File: src/rtl/abh_seg.sv
// abh_seg: parametrised address-bus segment (next-address adder, AB/PC registers, deferred-carry fixup).
// Optional macro ABH_SEG_HOLD_EN adds an RDY input that freezes the segment when low.
`default_nettype none

module abh_seg #(
  parameter int unsigned    W        = 8,
  parameter logic [W-1:0]   RESET_AB = {W{1'b1}},
  parameter logic [W-1:0]   RESET_PC = {W{1'b1}}
) (
  input  logic         clk,
  input  logic         RST_N,
  input  logic         CI,
  input  logic [W-1:0] DB,
  input  logic [3:0]   op,
  input  logic         ld_pc,
  input  logic         inc_pc,
  input  logic         fix_en,
`ifdef ABH_SEG_HOLD_EN
  input  logic         RDY,
`endif
  output logic [W-1:0] AD,
  output logic [W-1:0] AB,
  output logic [W-1:0] PC,
  output logic         CO,
  output logic         fixup
);

  localparam logic [0:0] S_IDLE = 1'b0;
  localparam logic [0:0] S_FIX  = 1'b1;

  logic [0:0]   state_q, state_d;
  logic [W-1:0] ab_q, ab_d;
  logic [W-1:0] pc_q, pc_d;

  logic         adv;
  logic         defer;
  logic [W-1:0] base;
  logic [W-1:0] add_a, add_b;
  logic         add_c;
  logic [W:0]   sum;

`ifdef ABH_SEG_HOLD_EN
  assign adv = RDY;
`else
  assign adv = 1'b1;
`endif

  assign defer = (op[1:0] == 2'b10) && fix_en;

  always_ff @(posedge clk) begin
    if (!RST_N) begin
      state_q <= S_IDLE;
      ab_q    <= RESET_AB;
      pc_q    <= RESET_PC;
    end else begin
      state_q <= state_d;
      ab_q    <= ab_d;
      pc_q    <= pc_d;
    end
  end

  always_comb begin
    state_d = state_q;
    if (adv) begin
      case (state_q)
        S_IDLE:  if (defer && CI) state_d = S_FIX;
        S_FIX:   state_d = S_IDLE;
        default: state_d = S_IDLE;
      endcase
    end
  end

  // One shared adder: every addend case reduces to a + b + c with a W+1 bit carry.
  always_comb begin
    case (op[3:2])
      2'b00:   base = '0;
      2'b01:   base = ab_q;
      2'b10:   base = pc_q;
      default: base = DB;
    endcase

    add_a = base;
    add_b = '0;
    add_c = 1'b0;
    if (!adv) begin
      add_a = ab_q;
    end else if (state_q == S_FIX) begin
      add_a = ab_q;
      add_c = 1'b1;
    end else if (!defer) begin
      case (op[1:0])
        2'b01:   add_c = 1'b1;
        2'b10:   add_c = CI;
        2'b11: begin
          add_b = {W{1'b1}};
          add_c = CI;
        end
        default: add_c = 1'b0;
      endcase
    end

    sum   = {1'b0, add_a} + {1'b0, add_b} + {{W{1'b0}}, add_c};
    AD    = sum[W-1:0];
    CO    = sum[W];
    fixup = (state_q == S_FIX);
  end

  always_comb begin
    ab_d = adv ? AD : ab_q;
    pc_d = pc_q;
    if (adv && ld_pc) pc_d = ab_q + {{(W-1){1'b0}}, inc_pc};
  end

  assign AB = ab_q;
  assign PC = pc_q;

endmodule

`default_nettype wire

File: config.mk
export PLATFORM = sky130hd
export DESIGN_NAME = abh_seg
export DESIGN_NICKNAME = d
export VERILOG_FILES = /design/src/rtl/abh_seg.sv
export SDC_FILE = /design/constraint.sdc
export NUM_CORES = 1
export LEC_CHECK = 0
export BUFFER_PORTS_ARGS = -buffer_cell sky130_fd_sc_hd__buf_2
export CAP_MARGIN = 10
export CORE_MARGIN = 3
export CORE_UTILIZATION = 44
export CTS_CLUSTER_DIAMETER = 120
export DETAILED_ROUTE_END_ITERATION = 8
export PLACE_DENSITY = 0.77
export SYNTH_ARGS = -nofsm -noshare
export SYNTH_HDL_FRONTEND = slang
export SYNTH_SLANG_ARGS = --single-unit
export TNS_END_PERCENT = 5
File: constraint.sdc
create_clock -name clk -period 3.6 [get_ports clk]
set_input_delay 0.54 -clock clk [delete_from_list [all_inputs] [get_ports clk]]
set_output_delay 0.54 -clock clk [all_outputs]
set_load 0.005 [all_outputs]
==> impl_metrics.py, run 1 <==
metrics = {
    "placement": {
        "dpl_cell_area_um2": 1500,
        "port_buffers": 43,
        "gp_congestion": 0.845,
        "place_hpwl_mm": 2.65,
    },
    "finish": {
        "layout.nets": 227,
        "antenna_cells": 0,
        "postLayoutCellArea_um2": 1530,
        "drive_gt1_share_pct": 24.9,
        "syn2layout_area_growth_pct": 20.6,
    },
    "global_routing": {
        "antenna_found_initial": 0,
        "grt_usage_pct": 19.3,
        "grt_overflow": 0,
        "grt_max_degree": 21,
        "grt_pass1_vias": 1201,
        "grt_pass1_wl_mm": 5.28,
    },
    "die": {
        "num_rows": 18,
        "start_util_pct": 48.5,
        "die_y_um": 59.7,
        "core-area_um2": 2610,
        "ios": 44,
        "die_x_um": 59.7,
        "dieArea_um2": 3560,
    },
    "timing": {
        "fmax_ghz": 0.296,
        "grt_setup_unrepaired": "no",
        "slew_viol_final": 0,
        "skew_ns": 0.0196,
        "maxSlewHeadroom_pct": 77.1,
        "worstMarginPinSlew_ns": 0.343,
        "finalSetupTns_ns": 0,
        "setup_viol": 0,
        "period_minus_slack_ns": 3.38,
        "finalHoldViolCount": 0,
        "period_share_pct": 93.8,
    },
    "clocking": {
        "cts_buffers": 3,
        "clock_latency_ns": 0.30,
        "cts_hold_buf": 0,
        "clockBufferDepth": 2,
        "tritoncts": "built",
        "post-cts-setup-buffers": 0,
        "htreeDepth": 1,
        "root_buffer": "clkbuf_4",
        "path_clk_slew_ns": 0.11,
        "cts_resized": 0,
        "clock_sinks": 17,
    },
    "setup_path": {
        "critical_path_arrival_ns": 2.84,
        "worstPathMaxFanout": 8,
        "criticalPathCategory": "reg2out",
        "critical_path.slowest_cell": "fa_1",
        "setup.worst_path.start": "fixup$_SDFF_PP0_",
        "rrSetupSlack_ns": 0.96,
        "cp_cell_sequence": "and3b_1, inv_1, fa_1, fa_1, nor2b_1, o31a_1, o21a_1, nor2_1, buf_2",
        "critPathTopFamily": "adder cells",
        "critPathRequiredTime_ns": 3.06,
        "regToRegStartpoint": "fixup$_SDFF_PP0_",
        "cpMostUsedCell": "fa_1",
        "slowest_delay_ns": 0.47,
        "worstSetupEndpointType": "output port",
        "critPathBufInv": 2,
        "worstSetupStartpointType": "flip-flop",
    },
    "route": {
        "ant_nets": 0,
        "vias": 1299,
        "drc": 0,
        "wl_per_cell_um": 14.5,
        "drt_iter0_drc": 57,
        "drt-total-wl_mm": 3.30,
        "dr.pass1.iters": 4,
        "post_drt_via_cell_ratio": 5.72,
    },
    "yosys": {
        "synthTopCellsByArea": "dfxtp_1 (27%), mux2i_1 (10%), ha_1 (8.9%), o21ai_0 (5.1%), nand2_1 (5.0%)",
        "synthMuxAreaShare_pct": 10.3,
        "synth_common_cells": "dfxtp_1 (17), nand2_1 (17), mux2i_1 (13), o21ai_0 (13), nor2_1 (11)",
        "synth_compound_area_share_pct": 20.6,
        "synth_top_area_share_pct": 26.9,
        "synth-adder-area-share_pct": 12.0,
        "synthFlopType": "dfxtp_1",
        "yosysSeqAreaShare_pct": 26.9,
        "synth_xor_area_share_pct": 4.15,
        "yosysUniqueCellTypes": 38,
        "syn_area_um2": 1270,
        "syn_avg_cell_area_um2": 8.12,
        "synth_top_family_by_area": "simple AND/OR/NAND/NOR gates",
        "yosys.area.top_type": "dfxtp_1",
        "synth_edf_count": 0,
        "synth.net_count": 185,
        "synth_seq_cells": 17,
        "syn_inst": 156,
        "yosys.area_share.simple_pct": 21.8,
        "synth-async-reset-ratio_pct": 0,
        "ys_warn_count": 0,
    },
    "run": {
        "max_cap_violations": 0,
    },
    "run_status": {
        "outcome": "complete, no violations",
    },
    "power_and_ir_drop": {
        "ir_drop_v": 0.000265,
        "power-per-cell-area_nw_per_um2": 430,
        "power.total_uw": 657,
        "leakagePower_uw": 0.000760,
    },
    "min_path": {
        "hp-class": "in2reg",
        "hp-start": "op[0]",
    },
}
## cell usage in the layout, fill, tap and decap left out, types with 3 or more instances in the layout
cell type / netlist / routed
buf_2: 1 / 43
dfxtp_1: 17 / 17
nand2_1: 17 / 17
mux2i_1: 13 / 13
o21ai_0: 13 / 13
nor2_1: 11 / 11
ha_1: 9 / 9
inv_1: 8 / 8
a21oi_1: 6 / 6
nor3_1: 6 / 6
o21a_1: 5 / 5
nand2b_1: 4 / 4
nand3_1: 4 / 4
a21o_1: 3 / 3
xnor2_1: 3 / 3
xor2_1: 3 / 3
clkbuf_4: 0 / 3
## state kept, by name, indices dropped and copies added (netlist names)
name   cells
PC         8
fixup      1
AB         8
## worst reg2reg max path, cell delays in order (launching register included)
cell and delay [ns]:
dfxtp_1 0.37, and3b_1 0.40, inv_1 0.15, fa_1 0.47, fa_1 0.42, nor2b_1 0.21, o31a_1 0.19, o21a_1 0.15
o21ai_0 0.11
## metal layers
layer	GRT usage [%]	routed length [µm]	up-vias
li1	-	-	645
met1	24.3	1440	605
met2	34.1	1650	45
met3	0.864	168	4
met4	7.59	34	0
met5	0	0	-
## where the power goes
part,leakage (µW),internal [µW],switching [µW]
clock network,0.0000177,41.4,62.3
registers,0.000141,218,30.9
logic,0.000601,146,159
total,0.000760,405,252
## path summary, 6_finish.rpt
check	end	depth (start not counted)
max	AD[6]	9
min reg2reg	PC[7]$_SDFFE_PN1P_	2
min	fixup$_SDFF_PP0_	2
max reg2reg	AB[6]$_SDFF_PN1_	8
## kinds of logic (layout without fill, tap and decap cells)
kind of cell,count (synthesis),after routing
fa+ha+maj,11,11
compound gates,40,40
simple gates,55,55
mux,13,13
buf+inv,14,55
xor+xnor,6,6
flops,17,17
## layout make-up
type	instances	area, µm²
clock buffer	3	22.5
clock inverter	1	5.00
fill	237	1080
inverter	8	30.0
multi-input combinational	125	878
sequential	17	340
tap	30	37.5
timing repair buffer	43	215
## metrics by stage
step / hold WS (ns) / cells / setup WS, ns / util [%]
2_1_floorplan: 0.488 / 156 / 0.596 / -
3_3_place_gp: 0.472 / 223 / 0.369 / 57.3
3_5_place_dp: 0.487 / 223 / 0.286 / 57.3
4_1_cts: 0.413 / 227 / 0.247 / 58.3
5_1_grt: 0.424 / 227 / 0.0602 / 58.5
6_report: 0.413 / 227 / 0.222 / 58.5
Note: power is estimated with default switching activity, not from simulation.
==> inputs of run 2 (changes only) <==
- clock period: 3.6 -> 3.79 ns (I/O delays scaled with it)
==> impl_metrics.py, run 2 (synthesized netlist as in run 1, its figures left out) <==
metrics = {
    "clocking": {
        "root_buffer": "clkbuf_4",
        "path_clk_slew_ns": 0.11,
        "cts_buffers": 3,
        "tritoncts": "built",
        "post-cts-setup-buffers": 0,
        "clock_latency_ns": 0.30,
        "cts_resized": 0,
        "clock_sinks": 17,
        "cts_hold_buf": 0,
        "htreeDepth": 1,
        "clockBufferDepth": 2,
    },
    "timing": {
        "fmax_ghz": 0.294,
        "skew_ns": 0.0113,
        "period_minus_slack_ns": 3.41,
        "slew_viol_final": 0,
        "finalSetupTns_ns": 0,
        "setup_ws_ns": 0.383,
        "setup_viol": 0,
        "worstMarginPinSlew_ns": 0.476,
        "maxSlewHeadroom_pct": 68.1,
        "grt_setup_unrepaired": "no",
        "finalHoldViolCount": 0,
        "period_share_pct": 89.9,
    },
    "die": {
        "core-area_um2": 2610,
        "start_util_pct": 48.5,
        "die_x_um": 59.7,
        "dieArea_um2": 3560,
        "ios": 44,
        "num_rows": 18,
        "die_y_um": 59.7,
    },
    "global_routing": {
        "grt.met1_usage_pct": 25.1,
        "antenna_found_initial": 0,
        "grt_use_met3_pct": 0.648,
        "grt_overflow": 0,
        "grt_pass1_vias": 1193,
        "grtUsageMet2_pct": 34.1,
        "grt_max_degree": 21,
        "grt_usage_pct": 19.5,
        "grt_pass1_wl_mm": 5.38,
        "top_usage_layer": "met2",
    },
    "finish": {
        "final.fill_count": 247,
        "layout.nets": 227,
        "layout_commonest_cell": "buf_2",
        "antenna_cells": 0,
        "drive_gt1_share_pct": 24.4,
        "syn2layout_area_growth_pct": 20.2,
        "postLayoutCellArea_um2": 1520,
        "layout_common_cells": "buf_2 (43), dfxtp_1 (17), nand2_1 (17)",
        "utilization_pct": 58.3,
    },
    "setup_path": {
        "worstSetupStartpointType": "primary input",
        "setup.worst_path.start": "op[2]",
        "critical_path_arrival_ns": 2.84,
        "worstPathMaxFanout": 9,
        "criticalPathCategory": "in2out",
        "critPathRequiredTime_ns": 3.22,
        "regToRegStartpoint": "fixup$_SDFF_PP0_",
        "worstSetupEndpointType": "output port",
    },
    "power_and_ir_drop": {
        "power-per-cell-area_nw_per_um2": 405,
        "leakagePower_uw": 0.000760,
        "ir_drop_v": 0.000253,
    },
    "route": {
        "post_drt_via_cell_ratio": 5.63,
        "dr.pass1.iters": 4,
        "wl_per_cell_um": 13.8,
        "drt_iter0_drc": 55,
        "drc": 0,
        "ant_nets": 0,
        "vias": 1277,
        "drt-total-wl_mm": 3.13,
    },
    "min_path": {
        "hp-class": "in2reg",
        "hp-start": "op[0]",
    },
    "placement": {
        "place_ws_ns": 0.389,
        "gp_congestion": 0.845,
        "port_buffers": 43,
        "place_hpwl_mm": 2.58,
        "dpl_cell_area_um2": 1500,
    },
    "run": {
        "max_cap_violations": 0,
    },
    "run_status": {
        "outcome": "complete, no violations",
    },
}
==> run 2: final timing paths <==
| path | end | slack, ns | cells after the start |
|---|---|---|---|
| worst max-delay path | AD[7] | 0.38 | 10 |
| worst min-delay path | fixup$_SDFF_PP0_ | 0.45 | 2 |
| worst max register to register | AB[6]$_SDFF_PN1_ | 1.17 | 8 |
| worst min register to register | PC[7]$_SDFFE_PN1P_ | 0.51 | 2 |
==> run 2: stage by stage <==
step	total power (µW)	hold slack, ns	instances
finish	618	0.449	227
global route	673	0.455	227
CTS	623	0.442	227
detailed placement	525	0.489	223
global placement	514	0.472	223
floorplan	422	0.488	156
==> run 2: critical path, cell delays in order <==
cell     delay, ns
buf_2         0.25
a21o_1        0.28
nand2_1       0.07
o21ai_0       0.11
ha_1          0.36
a21o_1        0.25
a31o_1        0.24
a221o_1       0.31
a211o_1       0.27
buf_2         0.12
==> run 2: final cells by class <==
class | count | area [µm²] | share of cell area [%]
multi-input cells | 125 | 873 | 57.3
flip-flops and latches | 17 | 340 | 22.3
repair buffers | 43 | 215 | 14.1
well taps | 30 | 37.5 | 2.46
inverters | 8 | 30.0 | 1.97
clock buffers | 3 | 22.5 | 1.48
clock inverters | 1 | 5.00 | 0.328
==> run 2: metal layers <==
metal  share of wire (%)  wire [µm]
met5                   0          0
met3                 4.9        152
met2                  50       1550
met1                  44       1370
met4                 1.8         55
==> run 2: where the power goes <==
| part | switching, µW | internal (µW) | leakage (µW) | total, µW |
|---|---|---|---|---|
| sequential | 29.1 | 207 | 0.000141 | 236 |
| clock | 58.7 | 39.3 | 0.0000177 | 98.1 |
| combinational | 145 | 138 | 0.000601 | 284 |
==> inputs of run 3 (changes only) <==
- ABC_AREA: not set -> 1
- PLACE_DENSITY: 0.77 -> 0.76
==> impl_metrics.py, run 3 <==
metrics = {
    "run_status": {
        "outcome": "complete, no violations",
    },
    "global_routing": {
        "grt_max_degree": 18,
        "grt_pass1_wl_mm": 5.13,
        "grt_overflow": 0,
        "grt_usage_pct": 18.3,
        "antenna_found_initial": 0,
        "grt_pass1_vias": 1167,
    },
    "placement": {
        "place_hpwl_mm": 2.57,
        "gp_congestion": 0.899,
        "dpl_cell_area_um2": 1530,
        "dpl.cell_count": 277,
        "port_buffers": 43,
    },
    "setup_path": {
        "cp_cell_sequence": "inv_1, nand2_1, nor2_1, buf_4, inv_1, fa_1, fa_1, inv_1, nand3_1, nand3_1, nand2_1, o21ai_0, buf_2",
        "worstSetupEndpointType": "output port",
        "critPathBufInv": 5,
        "slowest_delay_ns": 0.46,
        "regToRegStartpoint": "fixup$_SDFF_PP0_",
        "critPathTopFamily": "adder cells",
        "timing.rr.end": "AB[6]$_SDFF_PN1_",
        "rrSetupSlack_ns": 1.21,
        "r2r_cells": 13,
        "cpMostUsedCell": "inv_1",
        "criticalPathCategory": "reg2out",
        "critical_path.slowest_cell": "fa_1",
        "critical_path_arrival_ns": 2.85,
        "worstSetupStartpointType": "flip-flop",
        "worstPathMaxFanout": 14,
        "critPathRequiredTime_ns": 3.22,
    },
    "finish": {
        "antenna_cells": 0,
        "final.fill_count": 297,
        "utilization_pct": 55.7,
        "layout_commonest_cell": "nand2_1",
        "drive_gt1_share_pct": 21.6,
        "syn2layout_area_growth_pct": 19.1,
        "final_cells": 281,
        "layout_common_cells": "nand2_1 (66), buf_2 (43), inv_1 (30)",
        "postLayoutCellArea_um2": 1560,
        "layout.nets": 280,
    },
    "timing": {
        "skew_ns": 0.00212,
        "grt_setup_unrepaired": "no",
        "finalSetupTns_ns": 0,
        "period_minus_slack_ns": 3.42,
        "setup_viol": 0,
        "slew_viol_final": 0,
        "finalHoldViolCount": 0,
        "period_share_pct": 90.1,
        "fmax_ghz": 0.293,
        "maxSlewHeadroom_pct": 76.1,
        "worstMarginPinSlew_ns": 0.359,
    },
    "clocking": {
        "clockBufferDepth": 2,
        "cts_resized": 0,
        "clock_sinks": 17,
        "cts_buffers": 3,
        "path_clk_slew_ns": 0.10,
        "htreeDepth": 1,
        "root_buffer": "clkbuf_4",
        "tritoncts": "built",
        "clock_latency_ns": 0.29,
        "post-cts-setup-buffers": 0,
        "cts_hold_buf": 0,
    },
    "route": {
        "top_layer": "met4",
        "drt_iter0_drc": 103,
        "wl_met1_mm": 1.47,
        "drc": 0,
        "drt-total-wl_mm": 3.15,
        "vias": 1416,
        "ant_nets": 0,
        "dr.pass1.iters": 4,
        "wl_per_cell_um": 11.2,
        "wl_met2_mm": 1.37,
        "post_drt_via_cell_ratio": 5.04,
        "met3_length_um": 238,
    },
    "min_path": {
        "whs_path_depth": 2,
        "hp-start": "PC[1]$_SDFFE_PN1P_",
        "min_to": "PC[1]$_SDFFE_PN1P_",
        "hp-class": "reg2reg",
    },
    "power_and_ir_drop": {
        "leakagePower_uw": 0.000897,
        "ir_drop_v": 0.000167,
        "power-per-cell-area_nw_per_um2": 394,
        "power.total_uw": 616,
    },
    "yosys": {
        "synthFlopType": "dfxtp_1",
        "yosysSeqAreaShare_pct": 26.0,
        "syn_avg_cell_area_um2": 6.33,
        "synth.net_count": 236,
        "yosysUniqueCellTypes": 25,
        "syn_area_um2": 1310,
        "syn_inst": 207,
        "synth.most_common_cell": "nand2_1",
        "synth_common_cells": "nand2_1 (66), inv_1 (30), nand3_1 (24)",
        "synth_seq_cells": 17,
        "ys_warn_count": 0,
        "synth_top_area_share_pct": 26.0,
        "synthTopCellsByArea": "dfxtp_1 (26%), nand2_1 (19%), nand3_1 (9.2%), ha_1 (8.6%), inv_1 (8.6%)",
        "yosys.area.top_type": "dfxtp_1",
        "synth-async-reset-ratio_pct": 0,
        "synth_edf_count": 0,
    },
    "die": {
        "ios": 44,
        "num_rows": 19,
        "dieArea_um2": 3670,
        "core-area_um2": 2810,
        "start_util_pct": 46.7,
        "die_x_um": 60.6,
        "die_y_um": 60.6,
    },
    "run": {
        "max_cap_violations": 0,
    },
}
run 3: routing by layer:
layer  vias up  track usage [%]
met5         -                0
met1       596             25.7
li1        754                -
met3         7             1.70
met4         0             9.60
met2        59             27.8
run 3: stage by stage:
step,hold WS (ns),setup slack (ns)
3_5_place_dp,0.477,0.587
4_1_cts,0.494,0.341
2_1_floorplan,0.475,0.751
5_1_grt,0.529,0.0545
3_3_place_gp,0.482,0.619
6_report,0.490,0.374
run 3: final cells by class:
type	instances	area, µm²	area share, %
inverter	32	120	7.69
clock buffer	3	22.5	1.44
tap	31	38.8	2.48
timing repair buffer	44	223	14.3
multi-input combinational	153	812	52.0
clock inverter	1	5.00	0.321
sequential	17	340	21.8
run 3: worst max-delay path by stage:
stage | from | endpoint | slack, ns | depth (start not counted)
after floorplan | op[0] | CO | 0.75 | 10
after global placement | op[3] | CO | 0.62 | 14
after detailed placement | op[3] | AD[6] | 0.59 | 15
after CTS | fixup$_SDFF_PP0_ | CO | 0.34 | 13
after global routing | fixup$_SDFF_PP0_ | AD[6] | 0.05 | 14
final | fixup$_SDFF_PP0_ | CO | 0.37 | 13
run 3: power by group:
group / internal [µW] / leakage [µW] / switching (µW)
Clock: 39.2 / 0.0000177 / 57.2
Combinational: 124 / 0.000738 / 162
Sequential: 206 / 0.000142 / 27.5
Total: 369 / 0.000897 / 247
run 3: cells by family (layout without fill, tap and decap cells):
kind of cell             after synthesis  count (layout)  synth area share [%]
AND/OR/NAND/NOR                      102             102                  33.1
buffers and inverters                 37              80                  12.1
AO/OA/AOI/OAI                         36              36                  14.5
flip-flops                            17              17                  26.0
adder cells (fa/ha/maj)               11              11                  11.6
XOR/XNOR                               4               4                  2.67
run 3: worst min-delay path: stages, from the launching register on:
cell and delay (ns):
dfxtp_1 0.34, nand2_1 0.06, nand3_1 0.05
